===== config.mk =====
export PLATFORM = sky130hd
export DESIGN_NAME = branch_ctrl
export DESIGN_NICKNAME = d
export VERILOG_FILES = /design/src/rtl/branch_ctrl.sv
export SDC_FILE = /design/constraint.sdc
export NUM_CORES = 1
export LEC_CHECK = 0
export ABC_AREA = 1
export CAP_MARGIN = 20
export CORE_ASPECT_RATIO = 1.2
export CORE_UTILIZATION = 38
export DETAILED_ROUTE_END_ITERATION = 10
export GPL_TIMING_DRIVEN = 0
export HOLD_SLACK_MARGIN = 0.1
export PLACE_DENSITY = 0.88
export SYNTH_ARGS = -nofsm -noshare
export SYNTH_HDL_FRONTEND = slang
export SYNTH_SLANG_ARGS = --single-unit

===== constraint.sdc =====
create_clock -name clk -period 3.5 [get_ports clk]
set_clock_uncertainty 0.1 [all_clocks]
set_input_delay 0.35 -clock clk [delete_from_list [all_inputs] [get_ports clk]]
set_output_delay 0.35 -clock clk [all_outputs]
set_load 0.01 [all_outputs]

===== src/rtl/branch_ctrl.sv =====
// Branch resolution controller: waits for operands, latches them for an external
// comparator, resolves the branch outcome. Optional counters under BRANCH_STATS_EN.
module branch_ctrl #(
  parameter int unsigned MAX_WAIT = 8
) (
  input  logic        clk,
  input  logic        reset,
  input  logic        br_valid,
  input  logic [2:0]  br_op,
  input  logic [31:0] rs_data,
  input  logic [31:0] rt_data,
  input  logic        rs_ready,
  input  logic        rt_ready,
  input  logic        kill,
  input  logic        cmp_eq,
  output logic [31:0] cmp_rs,
  output logic [31:0] cmp_rt,
  output logic        stall,
  output logic        br_done,
  output logic        br_taken,
  output logic        br_timeout,
  output logic [31:0] br_count,
  output logic [31:0] taken_count
);

  typedef enum logic [1:0] {S_IDLE, S_WAIT, S_EVAL} state_e;

  localparam logic [2:0] OP_BEQ  = 3'b000;
  localparam logic [2:0] OP_BNE  = 3'b001;
  localparam logic [2:0] OP_BLEZ = 3'b010;
  localparam logic [2:0] OP_BGTZ = 3'b011;
  localparam logic [2:0] OP_BLTZ = 3'b100;
  localparam logic [2:0] OP_BGEZ = 3'b101;
  localparam logic [3:0] WAIT_LIMIT = 4'(MAX_WAIT - 1);

  state_e      state_q, state_d;
  logic [3:0]  wait_cnt_q, wait_cnt_d;
  logic [31:0] cmp_rs_q, cmp_rt_q;
  logic [2:0]  op_q;
  logic        timeout_q;
  logic        ops_ready;
  logic        latch;
  logic        taken;

  // Single-operand compares (blez and above) never wait on rt.
  assign ops_ready = rs_ready & (rt_ready | (br_op >= OP_BLEZ));

  always_ff @(posedge clk or posedge reset) begin
    if (reset) begin
      state_q    <= S_IDLE;
      wait_cnt_q <= 4'd0;
    end else begin
      state_q    <= state_d;
      wait_cnt_q <= wait_cnt_d;
    end
  end

  always_comb begin
    state_d    = state_q;
    wait_cnt_d = wait_cnt_q;
    latch      = 1'b0;
    unique case (state_q)
      S_IDLE: begin
        if (!kill && br_valid) begin
          if (ops_ready) begin
            state_d = S_EVAL;
            latch   = 1'b1;
          end else begin
            state_d    = S_WAIT;
            wait_cnt_d = 4'd0;
          end
        end
      end
      S_WAIT: begin
        if (kill) begin
          state_d = S_IDLE;
        end else if (ops_ready) begin
          state_d = S_EVAL;
          latch   = 1'b1;
        end else if (wait_cnt_q != 4'hF) begin
          wait_cnt_d = wait_cnt_q + 4'd1;
        end
      end
      S_EVAL:  state_d = S_IDLE;
      default: state_d = S_IDLE;
    endcase
  end

  always_comb begin
    unique case (op_q)
      OP_BEQ:  taken = cmp_eq;
      OP_BNE:  taken = !cmp_eq;
      OP_BLEZ: taken = cmp_rs_q[31] | cmp_eq;
      OP_BGTZ: taken = !cmp_rs_q[31] & !cmp_eq;
      OP_BLTZ: taken = cmp_rs_q[31];
      OP_BGEZ: taken = !cmp_rs_q[31];
      default: taken = 1'b0;
    endcase
  end

  always_comb begin
    stall    = 1'b0;
    br_done  = 1'b0;
    br_taken = 1'b0;
    if (!reset) begin
      unique case (state_q)
        S_IDLE:  stall = br_valid & !kill;
        S_WAIT:  stall = !kill;
        S_EVAL: begin
          br_done  = !kill;
          br_taken = !kill & taken;
        end
        default: stall = 1'b0;
      endcase
    end
  end

  // Operand latch; rt is zeroed for compare-against-zero ops so the
  // external comparator's equality result means "rs == 0".
  always_ff @(posedge clk or posedge reset) begin
    if (reset) begin
      cmp_rs_q <= 32'h0;
      cmp_rt_q <= 32'h0;
      op_q     <= OP_BEQ;
    end else if (latch) begin
      cmp_rs_q <= rs_data;
      cmp_rt_q <= (br_op == OP_BEQ || br_op == OP_BNE) ? rt_data : 32'h0;
      op_q     <= br_op;
    end
  end

  always_ff @(posedge clk or posedge reset) begin
    if (reset)
      timeout_q <= 1'b0;
    else if (state_q == S_WAIT && wait_cnt_q == WAIT_LIMIT && !ops_ready)
      timeout_q <= 1'b1;
  end

  assign cmp_rs     = cmp_rs_q;
  assign cmp_rt     = cmp_rt_q;
  assign br_timeout = timeout_q;

`ifdef BRANCH_STATS_EN
  logic [31:0] br_count_q, taken_count_q;

  always_ff @(posedge clk or posedge reset) begin
    if (reset) begin
      br_count_q    <= 32'h0;
      taken_count_q <= 32'h0;
    end else if (br_done) begin
      br_count_q <= br_count_q + 32'd1;
      if (br_taken) taken_count_q <= taken_count_q + 32'd1;
    end
  end

  assign br_count    = br_count_q;
  assign taken_count = taken_count_q;
`else
  assign br_count    = 32'h0;
  assign taken_count = 32'h0;
`endif

endmodule

==> impl_results.md <==
- Status: complete, no violations
- Core Region: ~9000 um2
- Worst setup path start: reset
- Max FO, Critical Path: 75
- Pre-Repair DR Iteration Count: 4
- Met2 Use GR: around a third
- CP arrival: approximately 2.5 ns
- Critical Path RT: slightly above 3 ns
- Post-DP HPWL: 6.89 mm
- Number of synthesized flops with an enable pin: 0
- Most common cell on crit path: clkdlybuf4s50_1
- Clock latency on the worst-skew pair: about 0.36 ns
- Final Hold Fails: 0
- YS warnings: 0
- Routed vias: around 3300
- Crit end category: output port
- Leakage: about 2.8 nW
- Die width: 90.2 um
- Area contributors post-synth: dfrtp_1 (52%), nand2_1 (21%), buf_4 (14%), o21ai_0 (4.7%), buf_2 (1.6%)
- DRC errors left: 0
- Post-CTS Hold Buffers: 0
- Die ar.: 9720 um2
- Grt total ovfl: 0
- CP peak stage delay: 0.67 ns
- Area grow syn2layout: 56.8%
- Yosys top cell by area: dfrtp_1
- WHS Path Cells: 2
- Pin count of the biggest net entering global routing: between 70 and 80
- Synth Register Bits: between 70 and 80
- Cell Area, Synth: approximately 3500 um2
- CTS clock-pin slew for the worst setup and hold paths: about 0.07 ns
- Grt met3 use: under 10%
- I/O pin total: around 200
- Slowest-stage cell, CP: inv_4
- Worst slew margin: around two fifths
- Cell area power density: about 450 nW/um2
- Final ANT Viol Nets: 0
- Slew @ Worst Pin: between 0.9 and 1 ns
- Vias in the first global route: 3233
- CTS buffer count: 9
- R2r setup slk: a little under 2 ns
- Period utilization: between 80% and 90%
- Met1 Use GR: 21.0%
- Reg2Reg Depth: 8
- Setup ws final: between 0.5 and 0.6 ns
- Number of port buffers: approximately 140
- Avg Cell Area, Syn: around 8.3 um2
- Drt via density: around 4.3
- Fraction of registers with async set/reset: between 90% and 100%
- DR iter-0 viols: roughly 130
- Max Cap Viol: 0
- Fin crit period: 2.91 ns
- Final Max Tran Viols: 0
- Initial core utilization: between 30% and 40%
- RSZ-0062 raised after global routing: false
- Layer with the highest usage: met2
- Gr usage total: 19.4%
- Most common cell in the synthesized netlist: nand2_1
- Synth top area share: between 50% and 60%
- Setup Slack @ Placement: roughly 0.49 ns
- Resized cells post-CTS: 0
- Final core utilization: between 60% and 70%
- Bufs on Longest Clock Path: 2
- Worst setup SP type: primary input
- Commonest cells post-synth: nand2_1 (196), dfrtp_1 (74), buf_4 (64), o21ai_0 (33)
- Final nets: 715
- Drt total wl: between 9 and 10 mm
- CTS H-tree depth: 3
- Synth cell types: 23
- Post-synthesis sequential area ratio: 52.2%
- HP Start: cmp_rs[18]
- GPL Wtd Cong: around 0.75
- Die H: 108 um
- Post-CTS setup buffers: 0
- Post-synth top flop: dfrtp_1
- Worst Hold Endpoint: cmp_rs[18]
- TritonCTS clock tree: built
- VDD IR-drop max: around 0.00026 V
- Share of layout cells above drive strength 1: 15.7%
- CTS root buf: clkbuf_8
- Setup_tns: 0 ns
- # rows: 38
- Min Hold Slack: about 0.38 ns
- Setup-failing EPs final: 0
- Max Freq: about 340 MHz
- Cells along the critical path: clkdlybuf4s50_1, inv_4, nand4_1, a21oi_1, clkdlybuf4s50_1
- Initial antenna violation count: 0
- Gate Count Post-Synth: ~430
- Number of antenna diodes: 0
- FF-to-FF Start: state_q[1]
- First-pass GRT wire length: 14.8 mm
- Hold crit path type: reg -> reg
- Setup CP Type: in -> out
- Critical R2R Capture: cmp_rs[22]
- CTS sink cnt: 74
- WL/cell: 11.8 um
==> worst max-delay path, delay by kind of cell <==
family | cells | cell delay (ns)
buffers and inverters | 3 | 1.70
and+or+nand+nor | 1 | 0.23
AOI/OAI and AO/OA | 1 | 0.17
==> power by group <==
group	switching, mW	internal (mW)	leakage, nW	total (mW)
Clock	0.323	0.386	0.112	0.710
Combinational	0.312	0.406	1.73	0.718
Sequential	0.0838	0.991	0.966	1.07
==> per-stage QoR <==
| stage | area [um2] | instances | power, mW |
|---|---|---|---|
| 2_1_floorplan | 3780 | 488 | 1.40 |
| 3_3_place_gp | 5340 | 749 | 1.78 |
| 3_5_place_dp | 5350 | 749 | 1.81 |
| 4_1_cts | 5560 | 765 | 2.52 |
| 5_1_grt | 5560 | 765 | 2.64 |
| 6_report | 5560 | 765 | 2.50 |
==> cell type report <==
cell class / count / area, um2
Clock inverter: 4 / 48.8
Buffer: 80 / 569
Inverter: 13 / 53.8
Multi-Input combinational cell: 321 / 1310
Sequential cell: 74 / 1850
Fill cell: 751 / 3470
Tap cell: 120 / 150
Clock buffer: 12 / 165
Timing Repair Buffer: 141 / 1410
==> worst max-delay path by stage <==
stage	end	slack, ns	depth (start not counted)
2_1_floorplan	br_taken	0.61	3
3_3_place_gp	br_taken	-0.96	5
3_5_place_dp	br_taken	0.49	5
4_1_cts	br_taken	0.49	5
5_1_grt	br_taken	0.32	5
6_report	br_taken	0.59	5
==> layer usage <==
metal | share of wire (%) | vias to the layer above
met5 | 0 | -
met4 | 2.6 | 0
met3 | 8.9 | 19
met2 | 50 | 148
met1 | 39 | 1485
li1 | - | 1620
==> cell usage in the layout, fill, tap and decap left out, types with 2 or more instances in the layout <==
cell             synthesis  routed
nor2_1                   5       5
buf_2                   11      11
o21ai_0                 33      33
dfrtp_1                 74      74
inv_4                    1       2
clkdlybuf4s50_1          0     141
nand2_1                196     196
buf_4                   64      64
a21oi_1                  6       6
nand4_1                  4       4
nand3_1                  5       5
clkbuf_1                 3       3
inv_1                   11      10
clkinv_2                 0       2
conb_1                   1      64
clkbuf_8                 0      12
buf_6                    2       2
==> kinds of logic after synthesis <==
group	Yosys count	synth area share, %
flops	74	52.2
xor+xnor	1	0.247
other cells	1	0.106
buf+inv	93	17.5
simple gates	215	23.9
fa+ha+maj	1	0.353
compound gates	40	5.72
==> sequential cells by signal (all words and copies together) (netlist names) <==
| register | cells |
|---|---|
| cmp_rt | 32 |
| wait_cnt_q | 4 |
| state_q | 2 |
| br_timeout | 1 |
| op_q | 3 |
| cmp_rs | 32 |
Power figures use the tool's default switching activity.
